===== src/rtl/writeback_arbiter_if.sv =====
// Writeback bundle: two result producers, register file write port and
// the forwarding view of the held entry.
interface writeback_arbiter_if #(
    parameter int XLEN       = 32,
    parameter int REG_ADDR_W = 5
);
    logic                  alu_valid;
    logic                  alu_ready;
    logic [REG_ADDR_W-1:0] alu_rd;
    logic [XLEN-1:0]       alu_data;
    logic                  mem_valid;
    logic                  mem_ready;
    logic [REG_ADDR_W-1:0] mem_rd;
    logic [XLEN-1:0]       mem_data;
    logic [REG_ADDR_W-1:0] write_register;
    logic [XLEN-1:0]       write_data;
    logic                  write_data_valid;
    logic                  write_valid;
    logic                  fwd_valid;
    logic [REG_ADDR_W-1:0] fwd_rd;
    logic [XLEN-1:0]       fwd_data;

    modport slave (
        input  alu_valid, alu_rd, alu_data,
        output alu_ready,
        input  mem_valid, mem_rd, mem_data,
        output mem_ready,
        output write_register, write_data, write_data_valid,
        input  write_valid,
        output fwd_valid, fwd_rd, fwd_data
    );

    modport master (
        output alu_valid, alu_rd, alu_data,
        input  alu_ready,
        output mem_valid, mem_rd, mem_data,
        input  mem_ready,
        input  write_register, write_data, write_data_valid,
        output write_valid,
        input  fwd_valid, fwd_rd, fwd_data
    );
endinterface


===== src/rtl/writeback_arbiter.sv =====
// Round-robin writeback arbiter between ALU and LSU results with a
// one-entry output register feeding the register file and bypass network.
module writeback_arbiter #(
    parameter int XLEN       = 32,
    parameter int REG_ADDR_W = 5
) (
    input logic               clk,
    input logic               rst,
    writeback_arbiter_if.slave wb
);
    typedef enum logic {
        SRC_ALU = 1'b0,
        SRC_MEM = 1'b1
    } src_e;

    logic                  out_valid;
    logic [REG_ADDR_W-1:0] out_rd;
    logic [XLEN-1:0]       out_data;
    src_e                  last_grant;

    logic                  nxt_valid;
    logic [REG_ADDR_W-1:0] nxt_rd;
    logic [XLEN-1:0]       nxt_data;
    src_e                  nxt_grant;

    logic                  free;
    logic                  gnt_alu;
    logic                  gnt_mem;
    logic [REG_ADDR_W-1:0] sel_rd;
    logic [XLEN-1:0]       sel_data;
    logic                  load;

    always_ff @(posedge clk or negedge rst) begin
        if (!rst) begin
            out_valid  <= 1'b0;
            out_rd     <= '0;
            out_data   <= '0;
            last_grant <= SRC_MEM;
        end else begin
            out_valid  <= nxt_valid;
            out_rd     <= nxt_rd;
            out_data   <= nxt_data;
            last_grant <= nxt_grant;
        end
    end

    always_comb begin
        free    = !out_valid || wb.write_valid;
        gnt_alu = free && wb.alu_valid &&
                  (!wb.mem_valid || last_grant == SRC_MEM);
        gnt_mem = free && wb.mem_valid && !gnt_alu;

        sel_rd   = gnt_alu ? wb.alu_rd : wb.mem_rd;
        sel_data = gnt_alu ? wb.alu_data : wb.mem_data;
        // x0 results are consumed but never occupy the output register
        load     = (gnt_alu || gnt_mem) && (sel_rd != '0);

        nxt_valid = out_valid;
        nxt_rd    = out_rd;
        nxt_data  = out_data;
        nxt_grant = last_grant;

        unique case (1'b1)
            gnt_alu: nxt_grant = SRC_ALU;
            gnt_mem: nxt_grant = SRC_MEM;
            default: nxt_grant = last_grant;
        endcase

        if (load) begin
            nxt_valid = 1'b1;
            nxt_rd    = sel_rd;
            nxt_data  = sel_data;
        end else if (out_valid && wb.write_valid) begin
            nxt_valid = 1'b0;
        end
    end

    // Readies are masked by reset so every output reads 0 while held in reset
    always_comb begin
        wb.alu_ready        = gnt_alu && rst;
        wb.mem_ready        = gnt_mem && rst;
        wb.write_data_valid = out_valid;
        wb.write_register   = out_rd;
        wb.write_data       = out_data;
        wb.fwd_valid        = out_valid;
        wb.fwd_rd           = out_rd;
        wb.fwd_data         = out_data;
    end
endmodule


===== src/flat_wrapper.sv =====
// flat-port wrapper written by rule: the top's interface ports become plain ports
module writeback_arbiter_flat 
#(
    parameter int XLEN       = 32,
    parameter int REG_ADDR_W = 5
)
  (clk, rst, wb_alu_valid, wb_alu_rd, wb_alu_data, wb_alu_ready, wb_mem_valid, wb_mem_rd, wb_mem_data, wb_mem_ready, wb_write_register, wb_write_data, wb_write_data_valid, wb_write_valid, wb_fwd_valid, wb_fwd_rd, wb_fwd_data);
  writeback_arbiter_if #(.XLEN(XLEN), .REG_ADDR_W(REG_ADDR_W)) wb_i ();
  input logic clk;
  input logic rst;
  input wire logic [$bits(wb_i.alu_valid)-1:0] wb_alu_valid;
  input wire logic [$bits(wb_i.alu_rd)-1:0] wb_alu_rd;
  input wire logic [$bits(wb_i.alu_data)-1:0] wb_alu_data;
  output wire logic [$bits(wb_i.alu_ready)-1:0] wb_alu_ready;
  input wire logic [$bits(wb_i.mem_valid)-1:0] wb_mem_valid;
  input wire logic [$bits(wb_i.mem_rd)-1:0] wb_mem_rd;
  input wire logic [$bits(wb_i.mem_data)-1:0] wb_mem_data;
  output wire logic [$bits(wb_i.mem_ready)-1:0] wb_mem_ready;
  output wire logic [$bits(wb_i.write_register)-1:0] wb_write_register;
  output wire logic [$bits(wb_i.write_data)-1:0] wb_write_data;
  output wire logic [$bits(wb_i.write_data_valid)-1:0] wb_write_data_valid;
  input wire logic [$bits(wb_i.write_valid)-1:0] wb_write_valid;
  output wire logic [$bits(wb_i.fwd_valid)-1:0] wb_fwd_valid;
  output wire logic [$bits(wb_i.fwd_rd)-1:0] wb_fwd_rd;
  output wire logic [$bits(wb_i.fwd_data)-1:0] wb_fwd_data;
  assign wb_i.alu_valid = wb_alu_valid;
  assign wb_i.alu_rd = wb_alu_rd;
  assign wb_i.alu_data = wb_alu_data;
  assign wb_alu_ready = wb_i.alu_ready;
  assign wb_i.mem_valid = wb_mem_valid;
  assign wb_i.mem_rd = wb_mem_rd;
  assign wb_i.mem_data = wb_mem_data;
  assign wb_mem_ready = wb_i.mem_ready;
  assign wb_write_register = wb_i.write_register;
  assign wb_write_data = wb_i.write_data;
  assign wb_write_data_valid = wb_i.write_data_valid;
  assign wb_i.write_valid = wb_write_valid;
  assign wb_fwd_valid = wb_i.fwd_valid;
  assign wb_fwd_rd = wb_i.fwd_rd;
  assign wb_fwd_data = wb_i.fwd_data;
  writeback_arbiter #(.XLEN(XLEN), .REG_ADDR_W(REG_ADDR_W)) u_core (.clk(clk), .rst(rst), .wb(wb_i));
endmodule

===== config.mk =====
export PLATFORM = sky130hd
export DESIGN_NAME = writeback_arbiter_flat
export DESIGN_NICKNAME = d
export VERILOG_FILES = /design/src/rtl/writeback_arbiter_if.sv /design/src/rtl/writeback_arbiter.sv /design/src/flat_wrapper.sv
export SDC_FILE = /design/constraint.sdc
export NUM_CORES = 1
export LEC_CHECK = 0
export ABC_AREA = 0
export BUFFER_PORTS_ARGS = -buffer_cell sky130_fd_sc_hd__buf_4
export CAP_MARGIN = 30
export CORE_AREA = 5 5 78 80
export DETAILED_ROUTE_END_ITERATION = 16
export DIE_AREA = 0 0 83 85
export PLACE_DENSITY_LB_ADDON = 0.15
export RECOVER_POWER = 50
export SYNTH_ARGS = -nofsm -noshare
export SYNTH_HDL_FRONTEND = slang
export SYNTH_SLANG_ARGS = --single-unit

===== constraint.sdc =====
create_clock -name clk -period 4.19 [get_ports clk]
set_input_delay 0.419 -clock clk [delete_from_list [all_inputs] [get_ports clk]]
set_output_delay 0.419 -clock clk [all_outputs]
set_load 0.01 [all_outputs]

* Word level (Yosys, flattened, before mapping)
Index checks and enable logic that the tools add are counted.
** Operators by class
- Multiplexer cells :: 5
- Reduce and logical (&&, ||, !) cells :: 17
** Operator list (number)
- two-way mux 32 bit :: 1
- logical AND 1 bit :: 8
- two-way mux 5 bit :: 1
- nonzero test 5 bit :: 1
- nonzero test 2 bit :: 2
- logical NOT 1 bit :: 3
- logical OR 1 bit :: 3
- two-way mux 1 bit :: 2
- one-hot mux 1 bit (2 select lines) :: 1
** Word-level totals
- Input port bits :: 79
- Word-level logic and storage cells :: 26
- Output and inout port bits :: 78
- Bits in registers :: 39

* Logic depth before layout (Yosys ltp)
Gate-level depths: netlist (run 1).
- Depth in word-level cells :: 9
- Gate-level depth with buffers :: 7
- Gate-level depth less buffers :: 4

* Least setup slack after synthesis (run 1)
Ideal clock, no wire load.
- Path kind :: input -> register
- Start :: input wb_mem_rd[2]
- End :: register u_core.out_data[0], in the netlist u_core.wb.fwd_data[0]
- Path buffers :: 2
- Stages on the path :: 6
- Path slack :: 2.360 ns
- Setup time :: 0.124 ns
- Data required time :: 4.066 ns
- Arrival time :: 1.706 ns
- Cell sequence :: or4_4 a311oi_2 a211o_1 buf_6 buf_12 a21oi_2
** On the way
- Cells in the longest elaborated chain, start to end :: 3
** Ends and longest elaborated chain
- from (decl) :: line flat_wrapper.sv:16 : input wire logic [$bits(wb_i.mem_rd)-1:0] wb_mem_rd;
- two-way mux 5 bit :: line writeback_arbiter.sv:53 : sel_rd = gnt_alu ? wb.alu_rd : wb.mem_rd;
- nonzero test 5 bit :: line writeback_arbiter.sv:56 : load = (gnt_alu || gnt_mem) && (sel_rd != '0);
- logical AND 1 bit :: line writeback_arbiter.sv:56
- to (signal assigned) :: line writeback_arbiter.sv:42 : out_data <= nxt_data;
- to (decl) :: line writeback_arbiter.sv:18 : logic [XLEN-1:0] out_data;
No other way between the ends.
A chain may end at the register's enable or synchronous reset.

* Worst setup path after layout (run 1)
- Start :: input wb_alu_rd[2]
- End :: register u_core.out_data[11], in the netlist u_core.wb.fwd_data[11]
** On the way
- Cells in the longest elaborated chain, start to end :: 3
** Ends and longest elaborated chain
- from (decl) :: line flat_wrapper.sv:12 : input wire logic [$bits(wb_i.alu_rd)-1:0] wb_alu_rd;
- two-way mux 5 bit :: line writeback_arbiter.sv:53
- nonzero test 5 bit :: line writeback_arbiter.sv:56
- logical AND 1 bit :: line writeback_arbiter.sv:56
No other way between the ends.

==> key figures, run 1 <==
Yosys
  • Syn. warnings: 0
  • Post-synth cell types: 28
  • Seq/Total Area, Yosys: 42.98%
  • Async S/R FF share, synth: 100.0%
  • FF+latch count, synth: 39
  • Syn avg cell area: 10.06 um2
  • Post-synth EDFFs: 0
  • Mapped cell area: 2273 um2
  • Post-synthesis net count: 305
  • Mapped Cells: 226
  • Main flop type after synthesis: dfrtp_1

Clock tree
  • Hold buffers post-CTS: 0
  • Depth of the CTS H-tree: 2
  • Max clock buf depth: 2
  • Sink Count: 39
  • Setup Buffers After CTS: 0
  • Clk_lat worst skew: 0.28 ns
  • Cts bufs inserted: 5
  • CTS tree: done
  • Post_cts resized: 0
  • Clk pin slew, worst setup/hold paths: 0.08 ns
  • Clk Tree Root Cell: clkbuf_8

Placement
  • # port buffers: 156
  • Placer congestion estimate: 0.7677
  • HPWL Detailed: 4678 um
  • DP Worst Slack: 1.608 ns
  • DP Area: 3122 um2

Global route
  • Number of global-route vias before repair: 2,058
  • Largest net degree at the start of global routing: 41
  • Initial antenna violation count: 0
  • Total grt overflow: 0
  • Global Route Usage Sum: 15.98%
  • First-pass GRT wire length: 9425 um

Pwr
  • Net Sw Frac: 33.51%
  • Maximum VDD drop: 199.0 uV
  • Leak pwr: 1.555 nW
  • Comb pwr share: 37.3%
  • Clock power share: 25.8%
  • PD cells: 453.9 nW/um2
  • Int Power: 0.9474 mW
  • Sequential share of power: 36.9%
  • Switch Pwr: 0.4775 mW

Routing
  • Residual DRC: 0
  • Routed wire length: 6103 um
  • First drt pass iteration count: 4
  • DR vias: 1,989
  • DRT iter0 DRCs: 61
  • Drt via density: 4.781
  • DRT antenna net count: 0
  • Routed len/inst: 14.67 um

Final layout
  • Fillers: 555
  • Area taken by flip-flops and latches: 977.2 um2
  • Commonest cells after routing, fill and taps aside: buf_4, clkbuf_1, inv_1, dfrtp_1, o22ai_1
  • Multi-input gate area: 725.7 um2
  • Nets: 422
  • Leading cell type in the layout, fill and taps excluded: buf_4
  • Layout cells sized above 1: 48.55%
  • Final instance area: 3139 um2
  • # diodes: 0
  • Layout area overhead: 38.08%

Floorplan
  • Die H: 85 um
  • DIE AREA: 7055 um2
  • Die Wd: 83 um
  • CORE AREA: 5338 um2
  • FP Rows: 27
  • Initial core utilization: 42.59%
  • I/O pin count: 157

Timing
  • Unrepaired setup endpoints after global routing: false
  • Layout Skew: 0.008075 ns
  • Minimum clock period: 2.207 ns
  • Worst relative slew slack: 39.45%
  • Max Transition Viols Final: 0
  • # setup viols final: 0
  • Setup_tns: 0 ns
  • Fmax: 453.0 MHz
  • Hold Vio Cnt, Final: 0
  • Final period utilization: 52.68%
  • Final worst slack: 1.983 ns
  • Slew @ Worst Pin: 0.9083 ns

Critical path
  • WS Path Type: in -> reg
  • Worst reg2reg path depth: 5
  • Arrival @ worst endpoint: 2.43 ns
  • Most used cell, CP: buf_4
  • Worst path max stage delay: 0.74 ns
  • CP max FO: 19
  • CP Launch Type: primary input
  • CP required: 4.41 ns
  • CP endpoint kind: flop
  • CP Cell Sequence: buf_4 -> or4_4 -> o2111ai_2 -> buf_4 -> o22ai_1 -> a21oi_2
  • CP max stage cell: o2111ai_2

Status
  • Status: finished clean

Flow run
  • MaxCap Viol Count: 0

Worst hold path
  • Worst min path class: in -> async
-- critical path: cells and delay by family --
family	cells	cell delay [ns]
compound gates	3	0.98
simple gates	1	0.55
buf+inv	2	0.47
-- path summary, 6_finish.rpt --
path | startpoint | endpoint | slack, ns
worst max register to register | u_core.wb.fwd_valid | u_core.wb.fwd_data[11] | 2.10
max in group asynchronous | rst | u_core.last_grant | 3.74
min in group clk | wb_mem_data[9] | u_core.wb.fwd_data[9] | 0.39
worst max-delay path | wb_alu_rd[2] | u_core.wb.fwd_data[11] | 1.98
worst min-delay path | rst | u_core.wb.fwd_rd[2] | 0.1
worst min register to register | u_core.wb.fwd_data[9] | u_core.wb.fwd_data[9] | 0.54
-- cell families after synthesis --
logic type	share of synthesized area (%)
buf+inv	25.15
compound gates	26.75
flops	42.98
simple gates	4.238
mux	0.8806
-- power groups by stage --
stage / registers [mW] / clock network [mW] / logic [mW]
finish: 0.526 / 0.367 / 0.532
global route: 0.541 / 0.395 / 0.580
CTS: 0.529 / 0.376 / 0.597
detailed placement: 0.534 / 0 / 0.597
global placement: 0.532 / 0 / 0.588
floorplan: 0.558 / 0 / 0.351
-- metal layers --
metal	vias up	GRT usage (%)	wire length (um)
met4	0	5.201	136
li1	974	-	-
met3	14	4.951	376
met1	909	17.88	2537
met5	-	0	0
met2	92	28.94	3053
-- flip-flops by register name (all words and copies together), names as in the netlist --
| register | count |
|---|---|
| u_core.wb.fwd_rd | 5 |
| u_core.wb.fwd_data | 32 |
| u_core.last_grant | 1 |
| u_core.wb.fwd_valid | 1 |
-- stage by stage --
step | util (%) | std cells | power, mW | hold slack [ns]
after floorplan | - | 226 | 0.9090 | 0.1234
after global placement | 58.49 | 407 | 1.120 | 0.4263
after detailed placement | 58.49 | 407 | 1.131 | 0.4330
after CTS | 60.97 | 415 | 1.502 | 0.1143
after global routing | 58.81 | 416 | 1.517 | 0.1314
final | 58.81 | 416 | 1.425 | 0.09511
-- area by class of cell --
cell class,count,share of cell area [%]
clock buffer,6,2.312
clock inverter,2,1.913
inverter,38,4.544
multi-input combinational,100,23.12
sequential,39,31.13
tap,72,2.870
timing repair buffer,159,34.12
-- cell usage after synthesis, types with 2 or more instances --
cell type | n | area, um2
buf_4 | 38 | 285.3
dfrtp_1 | 38 | 950.9
inv_1 | 38 | 142.6
o22ai_1 | 35 | 219.0
a21oi_2 | 30 | 262.8
buf_6 | 7 | 78.83
a21oi_1 | 6 | 30.03
o21ai_0 | 4 | 20.02
buf_12 | 3 | 60.06
nand2_1 | 3 | 11.26
mux2i_1 | 2 | 20.02
nor2_1 | 2 | 7.510
nor2b_1 | 2 | 12.51
nor3_1 | 2 | 10.01
o2111ai_2 | 2 | 30.03
or4_4 | 2 | 22.52
Note: power is estimated with default switching activity, not from simulation.
==> inputs of run 2 (changes only) <==
--- a/config.mk
+++ b/config.mk
@@ -8,9 +8,9 @@
 export ABC_AREA = 0
 export BUFFER_PORTS_ARGS = -buffer_cell sky130_fd_sc_hd__buf_4
 export CAP_MARGIN = 30
-export CORE_AREA = 5 5 78 80
+export CORE_AREA = 5 5 80 82
 export DETAILED_ROUTE_END_ITERATION = 16
-export DIE_AREA = 0 0 83 85
+export DIE_AREA = 0 0 85 87
 export PLACE_DENSITY_LB_ADDON = 0.15
 export RECOVER_POWER = 50
 export SYNTH_ARGS = -nofsm -noshare
==> constraint.sdc (replaced) <==
create_clock -name clk -period 2.15 [get_ports clk]
set_input_delay 0.215 -clock clk [delete_from_list [all_inputs] [get_ports clk]]
set_output_delay 0.215 -clock clk [all_outputs]
set_load 0.01 [all_outputs]
==> key figures, run 2 (synthesis results as in run 1) <==
Routing
  • Routed len/inst: 14.11 um (-3.8%)
  • Routed wire length: 5970 um (-2.2%)
  • DRT antenna net count: 0 (unchanged)
  • First drt pass iteration count: 4 (unchanged)
  • DR vias: 1,998 (+0.45%)
  • Drt via density: 4.723 (-1.2%)
  • DRT iter0 DRCs: 44 (-28%)
  • Residual DRC: 0 (unchanged)

Final layout
  • Largest register FFs: 32 (unchanged)
  • Layout cells sized above 1: 49.14% (+0.59 points)
  • Fillers: 561 (+1.1%)
  • # diodes: 0 (unchanged)
  • Leading cell type in the layout, fill and taps excluded: buf_4
  • Final Core Density: 55.42% (-3.4 points)
  • Nets: 427 (+1.2%)
  • Layout area overhead: 38.36%
  • Commonest cells after routing, fill and taps aside: buf_4, clkbuf_1, inv_1, dfrtp_1, o22ai_1

Clock tree
  • Clk Tree Root Cell: clkbuf_8
  • Clk pin slew, worst setup/hold paths: 0.07 ns (about the same)
  • Sink Count: 39 (unchanged)
  • Post_cts resized: 0 (unchanged)
  • CTS tree: done
  • Cts bufs inserted: 5 (unchanged)
  • Depth of the CTS H-tree: 2 (unchanged)
  • Clk_lat worst skew: 0.28 ns (about the same)
  • Setup Buffers After CTS: 0 (unchanged)
  • Max clock buf depth: 2 (unchanged)
  • Hold buffers post-CTS: 0 (unchanged)

Critical path
  • Critical path's top delay family: compound AO/OA/AOI/OAI gates
  • CP max FO: 19 (unchanged)
  • CP Launch Type: flop
  • WS Path Type: reg -> reg
  • Buf/Inv on CP: 1 (-1)
  • Worst path max stage delay: 0.41 ns (-0.33 ns)
  • CP max stage cell: dfrtp_1
  • CP required: 2.36 ns (-2.05 ns)
  • CP endpoint kind: flop
  • Arrival @ worst endpoint: 1.97 ns (-0.46 ns)
  • CP Cell Sequence: nand2b_1 -> o21ai_0 -> a211o_2 -> buf_12 -> a21oi_1

Pwr
  • Net Sw Frac: 35.86% (+2.3 points)
  • Sequential share of power: 39.7% (+2.8 points)
  • Clock power share: 19.1% (-6.7 points)
  • PD cells: 815.7 nW/um2 (+80%)
  • Maximum VDD drop: 407.7 uV (+100%)
  • Int Power: 1.646 mW (+74%)
  • Comb pwr share: 41.2% (+3.9 points)
  • Switch Pwr: 0.9201 mW (+93%)
  • Leak pwr: 1.557 nW (+0.15%)

Global route
  • Total grt overflow: 0 (unchanged)
  • Global Route Usage Sum: 15.26% (-0.72 points)
  • Number of global-route vias before repair: 1,909 (-7.2%)
  • Initial antenna violation count: 0 (unchanged)
  • Largest net degree at the start of global routing: 40 (-2.4%)
  • First-pass GRT wire length: 9142 um (-3.0%)

Timing
  • Layout Skew: 0.006514 ns (-0.001561 ns)
  • # setup viols final: 0 (unchanged)
  • Max Transition Viols Final: 0 (unchanged)
  • Hold Vio Cnt, Final: 0 (unchanged)
  • Final period utilization: 81.70%
  • Worst relative slew slack: 36.28% (-3.2 points)
  • Slew @ Worst Pin: 0.9558 ns (+0.04745 ns)
  • Minimum clock period: 1.756 ns
  • Unrepaired setup endpoints after global routing: false
  • Setup_tns: 0 ns (unchanged)
  • Fmax: 569.3 MHz

Flow run
  • MaxCap Viol Count: 0 (unchanged)

Worst hold path
  • Worst min path class: in -> async

Floorplan
  • Initial core utilization: 40.06% (-2.5 points)
  • Die H: 87 um (+2.4%)
  • DIE AREA: 7395 um2 (+4.8%)
  • I/O pin count: 157 (unchanged)
  • Die Wd: 85 um (+2.4%)
  • CORE AREA: 5675 um2 (+6.3%)
  • FP Rows: 28 (+3.7%)

Placement
  • # port buffers: 156 (unchanged)
  • HPWL Detailed: 4751 um (+1.6%)
  • Placer congestion estimate: 0.7372 (-4.0%)

Status
  • Status: finished clean
==> run 2: cell count changes in the layout (fill, tap and decap cells not counted) <==
cell       before  now
buf_12          0    2
bufinv_16       2    0
buf_16          1    0
buf_4         120  121
clkbuf_2        0    1
clkbuf_4        0    1
clkbuf_8        5    6
clkinv_2        0    1
o2111ai_2       2    1
o2111ai_4       0    1
==> run 2: path summary, 6_finish.rpt <==
check,startpoint,to,slack [ns],depth (start not counted)
worst max-delay path,u_core.wb.fwd_valid,u_core.wb.fwd_data[14],0.39,5
worst min-delay path,rst,u_core.wb.fwd_rd[2],0.18,2
worst max register to register,u_core.wb.fwd_valid,u_core.wb.fwd_data[14],0.39,5
worst min register to register,u_core.wb.fwd_data[28],u_core.wb.fwd_data[28],0.54,2
max in group asynchronous,rst,u_core.wb.fwd_data[18],1.36,2
min in group clk,wb_mem_data[1],u_core.wb.fwd_data[1],0.20,3
==> run 2: power by group through the flow <==
stage / clock network [mW] / registers (mW) / logic (mW)
floorplan: 0 / 1.09 / 0.684
finish: 0.489 / 1.02 / 1.06
global route: 0.543 / 1.05 / 1.15
global placement: 0 / 1.04 / 1.19
CTS: 0.510 / 1.03 / 1.20
detailed placement: 0 / 1.04 / 1.20
==> run 2: stage by stage <==
stage	hold WS [ns]	total power [mW]	worst slack [ns]	instances	cell area (um2)
after global placement	0.3112	2.222	0.3799	416	3207
final	0.1838	2.566	0.3935	423	3146
after CTS	0.0007450	2.739	0.3862	423	3294
after detailed placement	0.3149	2.240	0.3250	416	3207
after global routing	0.1852	2.746	0.2962	423	3146
after floorplan	-0.08059	1.771	0.5240	226	2273
==> run 2: final cells by class <==
type / count / area, um2 / area share [%]
Clock inverter: 1 / 5.005 / 0.1591
Timing Repair Buffer: 164 / 1107 / 35.20
Clock buffer: 6 / 82.58 / 2.625
Multi-Input combinational cell: 100 / 737.0 / 23.43
Sequential cell: 39 / 977.2 / 31.07
Inverter: 38 / 142.6 / 4.535
Tap cell: 75 / 93.84 / 2.983
==> run 2: per-layer routing <==
layer / global-route usage (%) / vias up / share of wire (%)
met5: 0 / - / 0
met4: 3.741 / 0 / 0.67
met3: 6.339 / 4 / 10
met2: 25.42 / 94 / 48
met1: 18.38 / 915 / 41
li1: - / 985 / -
==> inputs of run 3 (changes only) <==
--- a/config.mk
+++ b/config.mk
@@ -5,12 +5,12 @@
 export SDC_FILE = /design/constraint.sdc
 export NUM_CORES = 1
 export LEC_CHECK = 0
-export ABC_AREA = 0
+export ABC_AREA = 1
 export BUFFER_PORTS_ARGS = -buffer_cell sky130_fd_sc_hd__buf_4
 export CAP_MARGIN = 30
-export CORE_AREA = 5 5 80 82
+export CORE_AREA = 5 5 81 83
 export DETAILED_ROUTE_END_ITERATION = 16
-export DIE_AREA = 0 0 85 87
+export DIE_AREA = 0 0 86 88
 export PLACE_DENSITY_LB_ADDON = 0.15
 export RECOVER_POWER = 50
 export SYNTH_ARGS = -nofsm -noshare
==> constraint.sdc (replaced) <==
create_clock -name clk -period 1.63 [get_ports clk]
set_input_delay 0.163 -clock clk [delete_from_list [all_inputs] [get_ports clk]]
set_output_delay 0.163 -clock clk [all_outputs]
set_load 0.01 [all_outputs]
==> key figures, run 3 <==
Routing
  • Drt via density: 4.610 (-2.4%)
  • Routed wire length: 7893 um (+32%)
  • DRT iter0 DRCs: 47 (+6.8%)
  • First drt pass iteration count: 4 (unchanged)
  • DR vias: 2,591 (+30%)
  • Residual DRC: 0 (unchanged)
  • DRT antenna net count: 0 (unchanged)
  • Routed len/inst: 14.04 um (-0.49%)

Placement
  • HPWL Detailed: 5410 um (+14%)
  • # port buffers: 156 (unchanged)
  • Post-placement cell count: 537 (+29%)
  • Placer congestion estimate: 0.7540 (+2.3%)

Floorplan
  • CORE AREA: 5781 um2 (+1.9%)
  • I/O pin count: 157 (unchanged)
  • FP Rows: 28 (unchanged)
  • Die H: 88 um (+1.1%)
  • DIE AREA: 7568 um2 (+2.3%)
  • Die Wd: 86 um (+1.2%)
  • Initial core utilization: 41.77% (+1.7 points)

Yosys
  • Syn avg cell area: 6.979 um2 (-31%)
  • Post-synthesis net count: 425 (+39%)
  • Mapped cell area: 2415 um2 (+6.2%)
  • Most common library cells after synthesis: nand2_1, buf_4, dfrtp_1
  • Mapped Cells: 346 (+53%)
  • Seq/Total Area, Yosys: 40.47% (-2.5 points)
  • Async S/R FF share, synth: 100.0% (unchanged)
  • Top post-synthesis cells by area: dfrtp_1, nand2_1, buf_4, nand3_1, inv_1
  • Post-synth cell types: 22 (-21%)
  • Synth top area share: 39.38% (-2.4 points)
  • FF+latch count, synth: 39 (unchanged)
  • Syn. warnings: 0 (unchanged)
  • Most numerous cell in the Yosys netlist: nand2_1
  • Yosys top cell by area: dfrtp_1
  • Post-synth EDFFs: 0 (unchanged)
  • Main flop type after synthesis: dfrtp_1

Global route
  • Number of global-route vias before repair: 2,523 (+32%)
  • Initial antenna violation count: 0 (unchanged)
  • First-pass GRT wire length: 11,540 um (+26%)
  • Total grt overflow: 0 (unchanged)
  • Largest net degree at the start of global routing: 40 (unchanged)
  • Global Route Usage Sum: 19.07% (+3.8 points)

Clock tree
  • Sink Count: 39 (unchanged)
  • Depth of the CTS H-tree: 2 (unchanged)
  • Cts bufs inserted: 5 (unchanged)
  • CTS tree: done
  • Max clock buf depth: 2 (unchanged)
  • Clk_lat worst skew: 0.29 ns (about the same)
  • Clk Tree Root Cell: clkbuf_8
  • Clk pin slew, worst setup/hold paths: 0.07 ns (about the same)

Final layout
  • Fillers: 553 (-1.4%)
  • # diodes: 0 (unchanged)
  • Final Core Density: 67.10% (+12 points)
  • Nets: 565 (+32%)
  • Leading cell type in the layout, fill and taps excluded: nand2_1
  • Largest register FFs: 32 (unchanged)
  • Layout area overhead: 60.62%
  • Layout Cells excl Fill: 562 (+33%)
  • Layout cells sized above 1: 46.00% (-3.1 points)
  • Commonest cells after routing, fill and taps aside: nand2_1, buf_4, dfrtp_1

Pwr
  • Tot Pwr: 4.004 mW (+56%)
  • PD cells: 1032 nW/um2 (+27%)
  • Maximum VDD drop: 472.4 uV (+16%)
  • Leak pwr: 2.243 nW (+44%)

Timing
  • Unrepaired setup endpoints after global routing: true
  • Minimum clock period: 1.821 ns (+0.06444 ns)
  • Final period utilization: 111.7% (+30 points)
  • Fmax: 549.2 MHz (-3.5%)
  • Slew @ Worst Pin: 0.9514 ns (-0.004388 ns)
  • Worst relative slew slack: 36.58% (+0.29 points)
  • Final worst slack: -0.1909 ns (-0.5844 ns)
  • Max Transition Viols Final: 0 (unchanged)
  • # setup viols final: 40 (+40)
  • Layout Skew: 0.006107 ns (-0.0004063 ns)
  • Hold Vio Cnt, Final: 0 (unchanged)

Critical path
  • Setup crit start: u_core.last_grant
  • CP Launch Type: flop
  • CP endpoint kind: flop
  • Worst path max stage delay: 0.53 ns (+0.12 ns)
  • RR Startpoint: u_core.last_grant
  • CP max stage cell: dfstp_2
  • CP Cell Sequence: inv_2 -> nand2_4 -> nand3_4 -> buf_6 -> buf_8 -> nand2_4 -> inv_2 -> o21bai_4 -> buf_12 -> clkbuf_16 -> nand2_2 -> nand2_2
  • Worst flop-to-flop path endpoint: u_core.wb.fwd_data[5]
  • CP max FO: 8 (-11)
  • Arrival @ worst endpoint: 2.00 ns (+0.03 ns)
  • CP required: 1.81 ns (-0.55 ns)
  • WS Path Type: reg -> reg
  • Worst reg2reg setup slack: -0.19 ns (-0.58 ns)
  • Worst reg2reg path depth: 12 (+7)

Status
  • Status: finished with violations
  • Failing checks: setup timing

Worst hold path
  • End of the worst hold path: u_core.wb.fwd_valid
  • Worst hold start: wb_write_valid
  • Worst hold path stage count: 4
  • Worst min path class: in -> reg

Flow run
  • MaxCap Viol Count: 0 (unchanged)
run 3: cell count changes after synthesis, moves of 3 or more:
cell / change
o22ai_1: -35
inv_1: -24
buf_2: +6
buf_12: -3
buf_1: +3
nand3_1: +35
buf_6: -3
nand2_1: +179
a21oi_2: -30
clkbuf_1: +3
a21oi_1: -5
nand4_1: +3
run 3: worst max-delay path: cells and delay by family, from the launching register on:
family / cells / cell delay, ns
simple gates: 5 / 0.34
compound gates: 1 / 0.16
buf+inv: 6 / 0.68
flops: 1 / 0.53
run 3: what timing repair did:
action | in CTS | in global routing
resized for setup | 9 | 45
hold endpoints to repair | 38 | 0
setup endpoints to repair | 40 | 40
setup buffers | 4 | 7
hold buffers | 1 | 0
pin swaps | 2 | 9
gates cloned | 1 | 7
run 3: worst max-delay path by stage:
stage / cells after the start / slack (ns) / end
3_3_place_gp: 10 / -0.02 / u_core.wb.fwd_data[14]
3_5_place_dp: 10 / -0.13 / u_core.wb.fwd_data[14]
5_1_grt: 12 / -0.25 / u_core.wb.fwd_data[5]
4_1_cts: 8 / -0.12 / wb_mem_ready
6_report: 12 / -0.19 / u_core.wb.fwd_data[5]
2_1_floorplan: 12 / 0.003 / u_core.wb.fwd_data[0]
run 3: power by group:
part | internal [mW] | switching, mW | total [mW]
Sequential | 1.20 | 0.229 | 1.43
Combinational | 1.00 | 0.931 | 1.94
Clock | 0.301 | 0.337 | 0.637
run 3: layout make-up:
type                       count  area, um2  area share [%]
sequential                    39      977.2           25.19
clock inverter                 1      5.005          0.1290
clock buffer                   7      76.32           1.968
multi-input combinational    235       1111           28.65
tap                           75      93.84           2.419
inverter                      17      65.06           1.677
timing repair buffer         188       1550           39.97
run 3: stage by stage:
stage	hold slack, ns	worst slack [ns]	instance area (um2)	setup TNS [ns]
detailed placement	0.2654	-0.1284	3475	-4.094
global placement	0.2523	-0.02114	3475	-0.3747
floorplan	-0.1326	0.002914	2422	0
global route	0.1724	-0.2464	3879	-8.721
CTS	0.1658	-0.1229	3652	-3.725
finish	0.1746	-0.1909	3879	-6.301
run 3: layer usage:
| metal | GRT usage, % | vias up | share of wire (%) |
|---|---|---|---|
| met5 | 0 | - | 0 |
| met4 | 5.468 | 0 | 2.2 |
| met3 | 5.174 | 13 | 7.7 |
| met2 | 34.90 | 102 | 52 |
| met1 | 21.74 | 1175 | 38 |
| li1 | - | 1301 | - |
run 3: logic make-up after synthesis:
kind of cell	after synthesis	share of synthesized area (%)
simple gates	231	39.74
buf+inv	72	18.70
compound gates	4	1.088
flops	39	40.47
